**src/rtl/mem_arb_pkg.sv**
```systemverilog
// -----------------------------------------------------------------------------
// mem_arb_pkg
// Shared types and constants for the unified-memory arbiter.
//   state_e   : arbiter FSM states (IDLE, BUSY_I, BUSY_D)
//   gnt_e     : grant decision encoding (GNT_NONE, GNT_I, GNT_D)
//   CNT_W     : width of the access-latency counter
//   LAT_MIN/LAT_MAX, lat_legal() : legal memory latency range and its check
// -----------------------------------------------------------------------------
package mem_arb_pkg;

    localparam int CNT_W   = 3;
    localparam int LAT_MIN = 1;
    localparam int LAT_MAX = 7;

    typedef enum logic [1:0] {
        IDLE   = 2'd0,
        BUSY_I = 2'd1,
        BUSY_D = 2'd2
    } state_e;

    typedef enum logic [1:0] {
        GNT_NONE = 2'd0,
        GNT_I    = 2'd1,
        GNT_D    = 2'd2
    } gnt_e;

    // A latency is legal when it fits the counter without wrapping.
    function automatic bit lat_legal(input int lat);
        return (lat >= LAT_MIN) && (lat <= LAT_MAX);
    endfunction

endpackage

```
**src/rtl/mem_lat_counter.sv**
```systemverilog
// -----------------------------------------------------------------------------
// mem_lat_counter
// Counts the cycles of one memory access and flags the last one.
//   clk, rst_n : clock, asynchronous active-low reset
//   clear      : restart the count at zero (asserted at every grant edge)
//   enable     : count this cycle (asserted while an access is in flight)
//   terminal   : count has reached LAT-1, i.e. this is the done cycle
// An illegal LAT is clamped to LAT_MAX so the counter can never wrap.
// -----------------------------------------------------------------------------
module mem_lat_counter
    import mem_arb_pkg::*;
#(
    parameter int LAT = 4
) (
    input  logic clk,
    input  logic rst_n,
    input  logic clear,
    input  logic enable,
    output logic terminal
);

    localparam int              LAT_C  = lat_legal(LAT) ? LAT : LAT_MAX;
    localparam logic [CNT_W-1:0] TERM_C = CNT_W'(LAT_C - 1);

    logic [CNT_W-1:0] cnt_r;

    // Access cycle counter: cleared on grant, saturates at the terminal value.
    always_ff @(posedge clk or negedge rst_n) begin
        if (!rst_n) begin
            cnt_r <= {CNT_W{1'b0}};
        end else if (clear) begin
            cnt_r <= {CNT_W{1'b0}};
        end else if (enable && (cnt_r != TERM_C)) begin
            cnt_r <= cnt_r + {{(CNT_W-1){1'b0}}, 1'b1};
        end else begin
            cnt_r <= cnt_r;
        end
    end

    assign terminal = (cnt_r == TERM_C);

endmodule

```
**src/rtl/mem_arbiter.sv**
```systemverilog
// -----------------------------------------------------------------------------
// mem_arbiter
// Shares one multi-cycle unified memory between the instruction-fetch port
// (read-only) and the data port (read/write). Each granted request is latched
// and held on the memory side for the full access latency; read data is
// returned with a one-cycle done pulse to the winning requester.
// Arbitration: data wins on contention, except that a second consecutive data
// grant is refused while a fetch is waiting.
// Ports:
//   clk, rst_n                    : clock, asynchronous active-low reset
//   i_req, i_addr                 : fetch request and address
//   i_done, i_rdata               : fetch done pulse and data (valid with done)
//   d_req, d_wr, d_addr, d_wdata  : data request, write flag, address, data
//   d_done, d_rdata               : data done pulse and read data
//   mem_en, mem_wr, mem_addr,
//   mem_wdata, mem_rdata          : memory interface
//   busy                          : an access is in progress
// -----------------------------------------------------------------------------
module mem_arbiter
    import mem_arb_pkg::*;
#(
    parameter int ADDR_W = 16,
    parameter int DATA_W = 16,
    parameter int LAT    = 4
) (
    input  logic              clk,
    input  logic              rst_n,
    input  logic              i_req,
    input  logic [ADDR_W-1:0] i_addr,
    output logic              i_done,
    output logic [DATA_W-1:0] i_rdata,
    input  logic              d_req,
    input  logic              d_wr,
    input  logic [ADDR_W-1:0] d_addr,
    input  logic [DATA_W-1:0] d_wdata,
    output logic              d_done,
    output logic [DATA_W-1:0] d_rdata,
    output logic              mem_en,
    output logic              mem_wr,
    output logic [ADDR_W-1:0] mem_addr,
    output logic [DATA_W-1:0] mem_wdata,
    input  logic [DATA_W-1:0] mem_rdata,
    output logic              busy
);

    state_e            state_r;
    state_e            state_nxt_s;
    gnt_e              gnt_s;
    logic              last_d_r;
    logic [ADDR_W-1:0] addr_r;
    logic [DATA_W-1:0] wdata_r;
    logic              wr_r;
    logic              term_s;
    logic              busy_s;
    logic              done_s;
    logic              cnt_clear_s;

    assign busy_s      = (state_r != IDLE);
    assign done_s      = busy_s && term_s;
    assign cnt_clear_s = (gnt_s != GNT_NONE);

    mem_lat_counter #(
        .LAT (LAT)
    ) u_lat_counter (
        .clk      (clk),
        .rst_n    (rst_n),
        .clear    (cnt_clear_s),
        .enable   (busy_s),
        .terminal (term_s)
    );

    // Grant decision: evaluated in IDLE and in the done cycle so that
    // back-to-back accesses run without an idle cycle in between.
    always_comb begin
        gnt_s = GNT_NONE;
        if ((state_r == IDLE) || done_s) begin
            if (d_req && !(i_req && last_d_r)) begin
                gnt_s = GNT_D;
            end else if (i_req) begin
                gnt_s = GNT_I;
            end else begin
                gnt_s = GNT_NONE;
            end
        end else begin
            gnt_s = GNT_NONE;
        end
    end

    // Next state: a new grant always wins; otherwise finish or keep waiting.
    always_comb begin
        state_nxt_s = state_r;
        case (gnt_s)
            GNT_D:    state_nxt_s = BUSY_D;
            GNT_I:    state_nxt_s = BUSY_I;
            GNT_NONE: state_nxt_s = done_s ? IDLE : state_r;
            default:  state_nxt_s = IDLE;
        endcase
    end

    // FSM state register.
    always_ff @(posedge clk or negedge rst_n) begin
        if (!rst_n) begin
            state_r <= IDLE;
        end else begin
            state_r <= state_nxt_s;
        end
    end

    // Request latch: captures the winner's fields at the grant edge only, so
    // later requester changes cannot disturb the access in flight. A fetch
    // never writes, so its grant forces the latched write flag low.
    always_ff @(posedge clk or negedge rst_n) begin
        if (!rst_n) begin
            addr_r   <= {ADDR_W{1'b0}};
            wdata_r  <= {DATA_W{1'b0}};
            wr_r     <= 1'b0;
            last_d_r <= 1'b0;
        end else begin
            case (gnt_s)
                GNT_D: begin
                    addr_r   <= d_addr;
                    wdata_r  <= d_wdata;
                    wr_r     <= d_wr;
                    last_d_r <= 1'b1;
                end
                GNT_I: begin
                    addr_r   <= i_addr;
                    wdata_r  <= wdata_r;
                    wr_r     <= 1'b0;
                    last_d_r <= 1'b0;
                end
                default: begin
                    addr_r   <= addr_r;
                    wdata_r  <= wdata_r;
                    wr_r     <= wr_r;
                    last_d_r <= last_d_r;
                end
            endcase
        end
    end

    // Output decode: memory side is driven only while busy; read data is a
    // pass-through of the memory bus during the done cycle of the owning port.
    always_comb begin
        mem_en  = 1'b0;
        mem_wr  = 1'b0;
        busy    = 1'b0;
        i_done  = 1'b0;
        d_done  = 1'b0;
        i_rdata = {DATA_W{1'b0}};
        d_rdata = {DATA_W{1'b0}};
        case (state_r)
            BUSY_I: begin
                mem_en = 1'b1;
                busy   = 1'b1;
                mem_wr = wr_r;
                i_done = term_s;
                if (term_s) begin
                    i_rdata = mem_rdata;
                end else begin
                    i_rdata = {DATA_W{1'b0}};
                end
            end
            BUSY_D: begin
                mem_en = 1'b1;
                busy   = 1'b1;
                mem_wr = wr_r;
                d_done = term_s;
                if (term_s) begin
                    d_rdata = mem_rdata;
                end else begin
                    d_rdata = {DATA_W{1'b0}};
                end
            end
            default: begin
                mem_en = 1'b0;
                busy   = 1'b0;
            end
        endcase
    end

    assign mem_addr  = addr_r;
    assign mem_wdata = wdata_r;

endmodule
```
**config.mk**
```make
export PLATFORM = sky130hd
export DESIGN_NAME = mem_arbiter
export DESIGN_NICKNAME = d
export VERILOG_FILES = /design/src/rtl/mem_arb_pkg.sv /design/src/rtl/mem_lat_counter.sv /design/src/rtl/mem_arbiter.sv
export SDC_FILE = /design/constraint.sdc
export NUM_CORES = 1
export LEC_CHECK = 0
export ABC_CLOCK_PERIOD_IN_PS = 2500
export BUFFER_PORTS_ARGS = -buffer_cell sky130_fd_sc_hd__buf_2
export CAP_MARGIN = 15
export CORE_MARGIN = 1
export CORE_UTILIZATION = 38
export DETAILED_ROUTE_END_ITERATION = 10
export PLACE_DENSITY_LB_ADDON = 0.05
export SETUP_SLACK_MARGIN = 0.2
export SLEW_MARGIN = 10
export SYNTH_ARGS = -nofsm -noshare
export SYNTH_HDL_FRONTEND = slang
export SYNTH_SLANG_ARGS = --single-unit
```
**constraint.sdc**
```tcl
create_clock -name clk -period 2.5 [get_ports clk]
set_clock_uncertainty 0.2 [all_clocks]
set_input_delay 0.625 -clock clk [delete_from_list [all_inputs] [get_ports clk]]
set_output_delay 0.625 -clock clk [all_outputs]
set_load 0.01 [all_outputs]
```
; Yosys cells after proc, flatten, opt, wreduce, memory -nomap -nowiden
; Cells that the tools add are included.
[totals]
reg_bits = 39
inputBits = 69
out_inout_bits = 69
[classes]
addsub = 1
eq_ne = 7
n_mux = 17
n_reduce_logical = 13
[op_table]
columns = operator, count
row1 = 2-to-1 mux 16 bit, 3
row2 = one-hot mux 16 bit (2 select lines), 1
row3 = nonzero test 2 bit, 4
row4 = 2-to-1 mux 2 bit, 3
row5 = 2-to-1 mux 3 bit, 2
row6 = one-hot mux 2 bit (3 select lines), 1
row7 = 2-to-1 mux 1 bit, 5
row8 = == test 2 x 1 -> 1 bit (second input constant), 2
row9 = == test 2 bit (second input constant), 2
row10 = logical AND 1 bit, 4
row11 = zero test 2 bit, 2
row12 = one-hot mux 1 bit (2 select lines), 2
row13 = adder 3 x 1 -> 3 bit (second input constant), 1
row14 = == test 3 x 2 -> 1 bit (second input constant), 1
row15 = != test 3 x 2 -> 1 bit (second input constant), 1
row16 = != test 2 bit (second input constant), 1
row17 = OR reduction 2 bit, 1
row18 = zero test 1 bit, 1
row19 = logical OR 1 bit, 1

; Longest topological paths before layout
; Gate-level depths: netlist (run 1).
[logic_depth]
word_depth = 7
depth_mapped = 11
mapped_depth_nobuf = 7

; Modules after synthesis
; Synthesis (run 1) repeated with hierarchy kept, for this count alone.
[unflattened]
cells_unflattened = 191
area_unflattened_um2 = 2090.8
[by_module_without_submodules]
columns = module, n_inst, cells_each, area_each_um2
row1 = mem_arbiter, 1, 176, 1913.1
row2 = mem_lat_counter, 1, 15, 177.7

; Worst setup path before layout (run 1)
; No wires, ideal clock.
[synth_path]
path_kind = reg2reg
startpoint = register u_lat_counter.cnt_r[0]
endpoint = register wdata_r[10] (netlist: mem_wdata[10])
t_arrival_ns = 2.145
required_ns = 2.175
setup_slack_ns = 0.030
stages_incl_launch_ff = 12
period_less_slack_ns = 2.470
cell_sequence = dfrtp_1 ha_1 ha_1 buf_6 or2_1 buf_6 nand3_1 inv_1 ha_1 buf_2 buf_4 mux2_2
[synth_via]
elab_chain_cells = 5
[synth_rtl]
columns = element, line
row1 = "start, declared", mem_lat_counter.sv:25  ; logic [CNT_W-1:0] cnt_r;
row2 = "start signal, assigned", mem_lat_counter.sv:30  ; cnt_r <= {CNT_W{1'b0}};
row3 = "start signal, assigned", mem_lat_counter.sv:32  ; cnt_r <= {CNT_W{1'b0}};
row4 = "start signal, assigned", mem_lat_counter.sv:34  ; cnt_r <= cnt_r + {{(CNT_W-1){1'b0}}, 1'b1};
row5 = == test 3 x 2 -> 1 bit, mem_lat_counter.sv:40  ; assign terminal = (cnt_r == TERM_C);
row6 = logical AND 1 bit, mem_arbiter.sv:59  ; assign done_s = busy_s && term_s;
row7 = logical OR 1 bit, mem_arbiter.sv:76  ; if ((state_r == IDLE) || done_s) begin
row8 = 2-to-1 mux 2 bit, mem_arbiter.sv:76
row9 = == test 2 bit, mem_arbiter.sv:119  ; case (gnt_s)
row10 = "end signal, assigned", mem_arbiter.sv:115  ; wdata_r <= {DATA_W{1'b0}};
row11 = "end signal, assigned", mem_arbiter.sv:122  ; wdata_r <= d_wdata;
row12 = "end signal, assigned", mem_arbiter.sv:128  ; wdata_r <= wdata_r;
row13 = "end, declared", mem_arbiter.sv:51  ; logic [DATA_W-1:0] wdata_r;
; No other way between the ends.
; A chain may end at the register's enable or synchronous reset.

; Worst setup path after layout (run 1)
[layout_path]
startpoint = register u_lat_counter.cnt_r[0]
endpoint = output port d_rdata[10]
[layout_via]
elab_chain_cells = 3
[layout_rtl]
columns = element, line
row1 = == test 3 x 2 -> 1 bit, mem_lat_counter.sv:40
row2 = 2-to-1 mux 16 bit, mem_arbiter.sv:169  ; if (term_s) begin
row3 = 2-to-1 mux 16 bit, mem_arbiter.sv:152  ; case (state_r)
row4 = "end, declared", mem_arbiter.sv:37  ; output logic [DATA_W-1:0] d_rdata,
; No other way between the ends.

==> out/results.md, run 1 <==
| Stage | Quantity | Reported |
| --- | --- | --- |
| floorplanning | Cell Rows | 26 |
| routing | Post-route DRC | 0 |
| routing | Via count of the routed design | 1868 |
| setup path | Buffers and inverters on the worst path | 2 |
| setup path | Delay-heaviest family, CP | flip-flops |
| synthesis | Yosys top cell area share | 47.4% |
| setup path | Cells along the critical path | ha_2 -> ha_4 -> clkbuf_16 -> and3_1 -> buf_2 |
| power and ir drop | Internal | 2.06 mW |
| setup path | Data arrival time of the critical path | 1.55 ns |
| timing | Relative slew margins | 66.5% |
| power and ir drop | Overall power after layout | 3.30 mW |
| clock tree | Skew-Pair Late Insertion Delay | 0.29 ns |
| layout | Inserted Diodes | 0 |
| routing | Number of nets with antenna violations after detailed routing | 0 |
| setup path | R2R Path Start | u_lat_counter.cnt_r[0] |
| floorplanning | IO Pins | 138 |
| global routing | Pin count of the biggest net entering global routing | 37 |
| synthesis | Post-Syn Nets | 270 |
| power and ir drop | Fraction of power consumed by combinational cells | 49.9% |
| setup path | Largest fanout of any net on the critical path | 17 |
| timing | Shortest period the worst path allows | 2.38 ns |
| timing | Final Hold Violating Endpoints | 0 |
| place | Number of placed cells counting well taps | 387 |
| timing | Top achievable clock speed | 421 MHz |
| synthesis | Top flip-flop cell by instance count after synthesis | sky130_fd_sc_hd__dfrtp_1 |
| layout | Post-layout net count | 407 |
| timing | Post-route clock period utilization | 95.1% |
| synthesis | Most frequent cell after synthesis | sky130_fd_sc_hd__dfrtp_1 |
| layout | Synth-to-Final Area Change | 47.7% |
| power and ir drop | Clock network power share | 16.8% |
| floorplanning | Die Y | 75.6 microns |
| routing | Drt pass-1 iters | 4 |
| synthesis | Total of flip-flops plus latches after synthesis | 39 |
| floorplanning | Effective utilization at floorplan | 39.8% |
| global routing | Number of antenna violations at the first check in global routing | 0 |
| place | Final weighted congestion of routability-driven global placement | 0.762 |
| routing | Detailed Route WL | 5030 microns |
| setup path | CP startpoint kind | flip-flop |
| global routing | First-pass GRT wire length | 7190 microns |
| synthesis | Seq/Total Area, Yosys | 47.4% |
| synthesis | Cell count after synthesis | 191 |
| synthesis | Dominant cell type by area after synthesis | sky130_fd_sc_hd__dfrtp_1 |
| floorplanning | Area inside the core boundary | 0.00517 sq mm |
| timing | Count of endpoints failing setup in the final report | 0 |
| clock tree | Number of CTS-inserted buffers | 5 |
| synthesis | Async set or reset register ratio after synthesis | 100% |
| clock tree | Bufs on Longest Clock Path | 2 |
| setup path | Master of the slowest instance on the critical path | sky130_fd_sc_hd__dfrtp_1 |
| power and ir drop | Static power due to leakage | 1.70 nW |
| clock tree | Number of H-tree branching levels | 2 |
| min path | Classification of the worst-slack hold path | in2async |
| clock tree | Clock tree from TritonCTS | yes |
| layout | Register area | 976 sq um |
| setup path | Category of the worst setup path capture point | output port |
| clock tree | Quantity of hold-fixing buffers added after cts | 0 |
| job | Max-capacitance violation count | 0 |
| power and ir drop | Switching power as a share of total power | 37.6% |
| power and ir drop | Power per standard cell area | 1090 mW/mm^2 |
| global routing | Overall fraction of global-route tracks in use | 17.0% |
| run status | Run status | finished, final reports clean |
| synthesis | Syn_area_per_cell | 10.8 sq um |
| global routing | Vias in the first global route | 1570 |
| timing | Worst slew pin tran | 0.502 ns |
| setup path | Critical setup path kind | reg2out |
| timing | Worst Setup Slack, final | 0.123 ns |
| clock tree | Clock-pin slew reported for the worst setup and hold paths after clock tree synthesis | 0.08 ns |
| routing | DR iter-0 viols | 74 |
| timing | TNS Setup | 0 ns |
| floorplanning | Die footprint | 0.00571 sq mm |
| synthesis | Most numerous cell types in the synthesized netlist | 39 x sky130_fd_sc_hd__dfrtp_1, 29 x sky130_fd_sc_hd__and3_1, 18 x sky130_fd_sc_hd__mux2_2, 17 x sky130_fd_sc_hd__mux2i_1, 17 x sky130_fd_sc_hd__nor2_1 |
| setup path | Reg2reg path depth | 8 |
| place | Count of buffers from port buffering | 137 |
| timing | Final Max Tran Viols | 0 |
| place | Estimated wirelength of the detail-placed design | 3790 microns |
| synthesis | Cell types with the largest area share after synthesis | sky130_fd_sc_hd__dfrtp_1 47%, sky130_fd_sc_hd__mux2_2 9.9%, sky130_fd_sc_hd__and3_1 8.8% |
| synthesis | Cell area after synthesis | 0.00206 sq mm |
| power and ir drop | Switching power | 1.24 mW |
| synthesis | Count of unique library cells instantiated by Yosys | 23 |
| setup path | CP max stage delay | 0.40 ns |
| floorplanning | Horizontal die dimension | 75.6 microns |
| clock tree | Cell chosen for the clock root | sky130_fd_sc_hd__clkbuf_8 |
| routing | Routed length per placed instance | 12.6 microns |
| synthesis | Yosys synthesis warning count | 0 |
| timing | Unrepaired setup endpoints after global routing | yes |
| layout | Non-filler instance count after layout | 399 |
| layout | Share of post-route cells with drive strength above 1 | 56.2% |
| global routing | Leftover overflow at the end of global routing | 0 |
| place | DP Worst Slack | 0.233 ns |
| synthesis | EDFF count, synth | 0 |
| layout | Multi-input gate area | 0.00102 sq mm |
| layout | Count of fill cells added during filler insertion | 469 |
| power and ir drop | Peak supply drop | 0.519 mV |
| routing | Detail-routed via count per cell | 4.68 |
| setup path | Terminus of the critical flop-to-flop path | mem_addr[9] |
| setup path | Crit path required time | 1.67 ns |
| clock tree | Clk sink count | 39 |
| setup path | Reg-to-reg slack, setup | 0.17 ns |
| power and ir drop | Register share of total power | 33.3% |
-- timing repair --
item	in CTS	in global routing
hold endpoints to repair	0	0
cloned	0	1
pin swaps	0	1
setup endpoints to repair	34	70
buffers inserted	0	3
gates resized for setup	5	3
-- worst max path at each step --
stage	startpoint	to	slack, ns	cells past startpoint
floorplan	u_lat_counter.cnt_r[0]	state_r[0]	0.18	10
global placement	u_lat_counter.cnt_r[0]	mem_wdata[1]	0.30	7
detailed placement	state_r[0]	last_d_r	0.23	7
CTS	u_lat_counter.cnt_r[0]	d_rdata[2]	0.12	5
global route	u_lat_counter.cnt_r[0]	d_rdata[1]	0.08	5
finish	u_lat_counter.cnt_r[0]	d_rdata[10]	0.12	5
-- kinds of logic after synthesis --
kind of cell / count (synthesis) / share of synthesized area (%)
XOR/XNOR: 1 / 0.426
AO/OA/AOI/OAI: 20 / 5.23
flip-flops: 39 / 47.4
multiplexers: 35 / 18.1
AND/OR/NAND/NOR: 63 / 16.7
buffers and inverters: 23 / 6.02
adder cells (fa/ha/maj): 10 / 6.08
-- power groups by stage --
stage	Clock [mW]	Combinational, mW	Sequential, mW
finish	0.555	1.65	1.10
global route	0.600	1.83	1.14
CTS	0.573	1.62	1.11
detailed placement	0	1.62	1.11
global placement	0	1.59	1.10
floorplan	0	1.02	1.23
-- flip-flops by register name, summed over array words and instances (netlist names) --
| name | cells |
|---|---|
| mem_wdata | 16 |
| state_r | 2 |
| wr_r | 1 |
| mem_addr | 16 |
| last_d_r | 1 |
| u_lat_counter.cnt_r | 3 |
-- per-stage QoR --
step	utilization, %	instance area (sq um)	hold WS, ns
finish	58.8	3040	0.0881
global route	58.8	3040	0.120
CTS	57.5	2980	0.102
detailed placement	54.8	2840	0.291
global placement	54.8	2840	0.286
floorplan	-	2130	0.129
-- cell type report --
class	count	share of cell area, %
inverter	7	0.865
timing repair buffer	146	26.7
sequential	39	32.1
clock inverter	2	1.28
clock buffer	6	2.72
tap	70	2.88
multi-input combinational	129	33.4
-- routing by layer --
metal	track usage, %	share of wire (%)
met4	5.56	1.4
met3	4.76	5.7
met2	28.1	49
met5	0	0
met1	21.7	44
-- placed cells by master (no fill, tap or decap) --
master	synthesis	routed
sky130_fd_sc_hd__xnor2_1	1	1
sky130_fd_sc_hd__mux2_2	18	17
sky130_fd_sc_hd__ha_1	10	5
sky130_fd_sc_hd__and2_1	4	4
sky130_fd_sc_hd__buf_4	3	5
sky130_fd_sc_hd__inv_1	7	6
sky130_fd_sc_hd__mux2i_1	17	17
sky130_fd_sc_hd__and3_1	29	28
sky130_fd_sc_hd__ha_2	0	3
sky130_fd_sc_hd__inv_2	0	1
sky130_fd_sc_hd__clkbuf_16	0	1
sky130_fd_sc_hd__buf_6	3	3
sky130_fd_sc_hd__a21oi_1	16	16
sky130_fd_sc_hd__buf_2	3	135
sky130_fd_sc_hd__nand3_2	0	1
sky130_fd_sc_hd__and3_2	4	4
sky130_fd_sc_hd__ha_4	0	2
sky130_fd_sc_hd__dfrtp_1	39	39
sky130_fd_sc_hd__bufinv_16	0	1
sky130_fd_sc_hd__o211a_1	1	1
sky130_fd_sc_hd__nand3_4	0	1
sky130_fd_sc_hd__mux2_4	0	1
sky130_fd_sc_hd__nor2_1	17	17
sky130_fd_sc_hd__clkbuf_8	0	6
sky130_fd_sc_hd__inv_6	0	1
sky130_fd_sc_hd__a21boi_0	1	1
sky130_fd_sc_hd__buf_12	0	2
sky130_fd_sc_hd__or2_1	1	1
sky130_fd_sc_hd__nand3b_1	1	1
sky130_fd_sc_hd__o21ai_1	1	1
sky130_fd_sc_hd__and3_4	0	1
sky130_fd_sc_hd__nand2_1	5	5
sky130_fd_sc_hd__o21ai_0	1	1
No activity file was read; power rests on OpenSTA's default activity.
==> run 2, diff against run 1 <==
--- a/config.mk
+++ b/config.mk
@@ -6,11 +6,11 @@
 export NUM_CORES = 1
 export LEC_CHECK = 0
 export ABC_CLOCK_PERIOD_IN_PS = 2500
-export BUFFER_PORTS_ARGS = -buffer_cell sky130_fd_sc_hd__buf_2
 export CAP_MARGIN = 15
 export CORE_MARGIN = 1
-export CORE_UTILIZATION = 38
+export CORE_UTILIZATION = 55
 export DETAILED_ROUTE_END_ITERATION = 10
+export DONT_BUFFER_PORTS = 1
 export PLACE_DENSITY_LB_ADDON = 0.05
 export SETUP_SLACK_MARGIN = 0.2
 export SLEW_MARGIN = 10
==> run 2 against run 1 <==
Against the previous run:
- setup slack improved by 0.11 ns
- sequential power increased by 17%
- non-clock buffer count decreased by 141
- critical endpoint is now d_rdata[2]
- largest cell class unchanged
- largest power group is now registers
==> out/results.md, run 2 (synthesized netlist as in run 1, its figures left out) <==
| Stage | Quantity | Reported | Delta |
| --- | --- | --- | --- |
| floorplanning | Die Y | 63.2 microns | was 75.6 microns |
| layout | Count of fill cells added during filler insertion | 266 | was 469 |
| setup path | Cells along the critical path | ha_2 -> ha_4 -> buf_8 -> and3_2 | was ha_2 -> ha_4 -> clkbuf_16 -> and3_1 -> buf_2 |
| power and ir drop | Clock network power share | 18.2% | was 16.8% |
| min path | Min-Delay Path Depth | 1 |  |
| global routing | Leftover overflow at the end of global routing | 0 | unchanged |
| layout | Most used cells in the layout excluding fill and tap cells | 39 x sky130_fd_sc_hd__dfrtp_1, 27 x sky130_fd_sc_hd__and3_1, 17 x sky130_fd_sc_hd__mux2i_1, 17 x sky130_fd_sc_hd__nor2_1, 17 x sky130_fd_sc_hd__mux2_2 | was 135 x sky130_fd_sc_hd__buf_2, 39 x sky130_fd_sc_hd__dfrtp_1, 28 x sky130_fd_sc_hd__and3_1 |
| timing | Post-route clock period utilization | 90.6% | was 95.1% |
| place | DP Worst Slack | 0.239 ns | was 0.233 ns |
| global routing | First-pass GRT wire length | 6220 microns | was 7190 microns |
| routing | Post-route DRC | 0 | unchanged |
| floorplanning | Effective utilization at floorplan | 59.3% | was 39.8% |
| global routing | Vias in the first global route | 1302 | was 1570 |
| setup path | Critical setup path kind | reg2out | unchanged |
| power and ir drop | Switching power | 1.14 mW | was 1.24 mW |
| timing | Worst slew pin tran | 0.306 ns | was 0.502 ns |
| place | Estimated wirelength of the detail-placed design | 3000 microns | was 3790 microns |
| setup path | Buffers and inverters on the worst path | 1 | was 2 |
| clock tree | Cell chosen for the clock root | sky130_fd_sc_hd__clkbuf_8 | unchanged |
| setup path | Master of the slowest instance on the critical path | sky130_fd_sc_hd__dfrtp_1 | unchanged |
| power and ir drop | Register share of total power | 43.9% | was 33.3% |
| clock tree | Post-CTS setup buffers | 0 | unchanged |
| routing | Drt pass-1 iters | 4 | unchanged |
| layout | Most common cell after layout, fill and taps aside | sky130_fd_sc_hd__dfrtp_1 | was sky130_fd_sc_hd__buf_2 |
| routing | Via count of the routed design | 1365 | was 1868 |
| place | Count of buffers from port buffering | 0 | was 137 |
| global routing | Overall fraction of global-route tracks in use | 20.8% | was 17.0% |
| setup path | Reg2reg path depth | 7 | was 8 |
| clock tree | Clk sink count | 39 | unchanged |
| global routing | Pin count of the biggest net entering global routing | 40 | was 37 |
| setup path | Largest fanout of any net on the critical path | 36 | was 17 |
| timing | Relative slew margins | 79.6% | was 66.5% |
| setup path | Category of the worst setup path capture point | output port | unchanged |
| clock tree | Clock-pin slew reported for the worst setup and hold paths after clock tree synthesis | 0.08 ns | about the same |
| global routing | Number of antenna violations at the first check in global routing | 0 | unchanged |
| setup path | CP startpoint kind | flip-flop | unchanged |
| timing | TNS Setup | 0 ns | unchanged |
| routing | DR iter-0 viols | 35 | was 74 |
| power and ir drop | Switching power as a share of total power | 38.8% | was 37.6% |
| timing | Count of endpoints failing setup in the final report | 0 | unchanged |
| clock tree | Skew-Pair Late Insertion Delay | 0.29 ns | about the same |
| setup path | Crit path required time | 1.67 ns | about the same |
| timing | Final Hold Violating Endpoints | 0 | unchanged |
| clock tree | Clock tree from TritonCTS | yes | unchanged |
| run status | Run status | finished, final reports clean | unchanged |
| power and ir drop | Peak supply drop | 0.733 mV | was 0.519 mV |
| layout | Inserted Diodes | 0 | unchanged |
| setup path | CP max stage delay | 0.40 ns | about the same |
| floorplanning | Cell Rows | 21 | was 26 |
| place | Area post-placement | 0.00209 sq mm | was 0.00284 sq mm |
| routing | Detailed Route WL | 4080 microns | was 5030 microns |
| layout | Share of post-route cells with drive strength above 1 | 23.9% | was 56.2% |
| power and ir drop | Overall power after layout | 2.94 mW | was 3.30 mW |
| timing | Final Max Tran Viols | 0 | unchanged |
| timing | Top achievable clock speed | 441 MHz | was 421 MHz |
| routing | Routed length per placed instance | 17.4 microns | was 12.6 microns |
| floorplanning | Horizontal die dimension | 63.2 microns | was 75.6 microns |
| layout | Synth-to-Final Area Change | 10.1% | was 47.7% |
| setup path | Delay-heaviest family, CP | flip-flops | unchanged |
| floorplanning | Die footprint | 0.00399 sq mm | was 0.00571 sq mm |
| job | Max-capacitance violation count | 0 | unchanged |
| min path | Classification of the worst-slack hold path | in2reg | was in2async |
| floorplanning | Area inside the core boundary | 0.00347 sq mm | was 0.00517 sq mm |
| power and ir drop | Static power due to leakage | 1.08 nW | was 1.70 nW |
| setup path | Levels on crit path | 4 | was 5 |
| layout | Post-layout net count | 266 | was 407 |
| power and ir drop | Fraction of power consumed by combinational cells | 37.9% | was 49.9% |
| setup path | Data arrival time of the critical path | 1.44 ns | was 1.55 ns |
| clock tree | Number of H-tree branching levels | 2 | unchanged |
| power and ir drop | Internal | 1.80 mW | was 2.06 mW |
| clock tree | Bufs on Longest Clock Path | 2 | unchanged |
| power and ir drop | Power per standard cell area | 1300 mW/mm^2 | was 1090 mW/mm^2 |
| timing | Shortest period the worst path allows | 2.27 ns | was 2.38 ns |
| layout | Final design area excluding fillers | 0.00226 sq mm | was 0.00304 sq mm |
| place | Final weighted congestion of routability-driven global placement | 0.668 | was 0.762 |
| timing | Worst Setup Slack, final | 0.235 ns | was 0.123 ns |
| timing | Unrepaired setup endpoints after global routing | yes | unchanged |
| floorplanning | IO Pins | 138 | unchanged |
| routing | Detail-routed via count per cell | 5.83 | was 4.68 |
| clock tree | Number of CTS-inserted buffers | 5 | unchanged |
| routing | Number of nets with antenna violations after detailed routing | 0 | unchanged |
==> run 2: cell type report <==
type / count / area, sq um / area share [%]
Inverter: 7 / 26.3 / 1.16
Tap cell: 46 / 57.6 / 2.54
Clock inverter: 2 / 35.0 / 1.55
Timing Repair Buffer: 5 / 63.8 / 2.82
Multi-Input combinational cell: 129 / 1020 / 45.2
Sequential cell: 39 / 976 / 43.1
Clock buffer: 6 / 82.6 / 3.65
==> run 2: worst paths after layout <==
kind | endpoint | startpoint | slack (ns)
min | mem_wdata[9] | d_wdata[9] | 0.28
min in group asynchronous | mem_wdata[5] | rst_n | 0.60
min reg2reg | u_lat_counter.cnt_r[2] | u_lat_counter.cnt_r[2] | 0.34
max | d_rdata[2] | u_lat_counter.cnt_r[0] | 0.23
max in group asynchronous | mem_addr[15] | rst_n | 1.31
max reg2reg | mem_wdata[5] | u_lat_counter.cnt_r[0] | 0.31
==> run 2: routing by layer <==
layer	share of wire, %	global-route usage (%)	routed length (microns)
met5	0	0	0
met4	1.4	8.72	57
met3	9.2	8.70	373
met2	52	34.9	2120
met1	37	23.0	1520
==> run 2: power by group through the flow <==
stage	Sequential, mW	Clock [mW]	Combinational [mW]
finish	1.29	0.535	1.11
global route	1.33	0.577	1.24
CTS	1.29	0.552	1.10
detailed placement	1.30	0	1.08
global placement	1.29	0	1.01
floorplan	1.23	0	1.02
==> run 2: per-stage QoR <==
| stage | std cells | util [%] | hold slack [ns] |
|---|---|---|---|
| 2_1_floorplan | 191 | - | 0.129 |
| 3_3_place_gp | 224 | 60.4 | 0.130 |
| 3_5_place_dp | 224 | 60.4 | 0.130 |
| 4_1_cts | 234 | 64.8 | 0.271 |
| 5_1_grt | 234 | 65.3 | 0.265 |
| 6_report | 234 | 65.3 | 0.280 |
==> run 2: repair_timing <==
item | CTS | global route
hold buffers | 2 | 0
hold endpoints to repair | 39 | 0
gates resized for setup | 2 | 5
endpoints found under the setup margin | 32 | 67
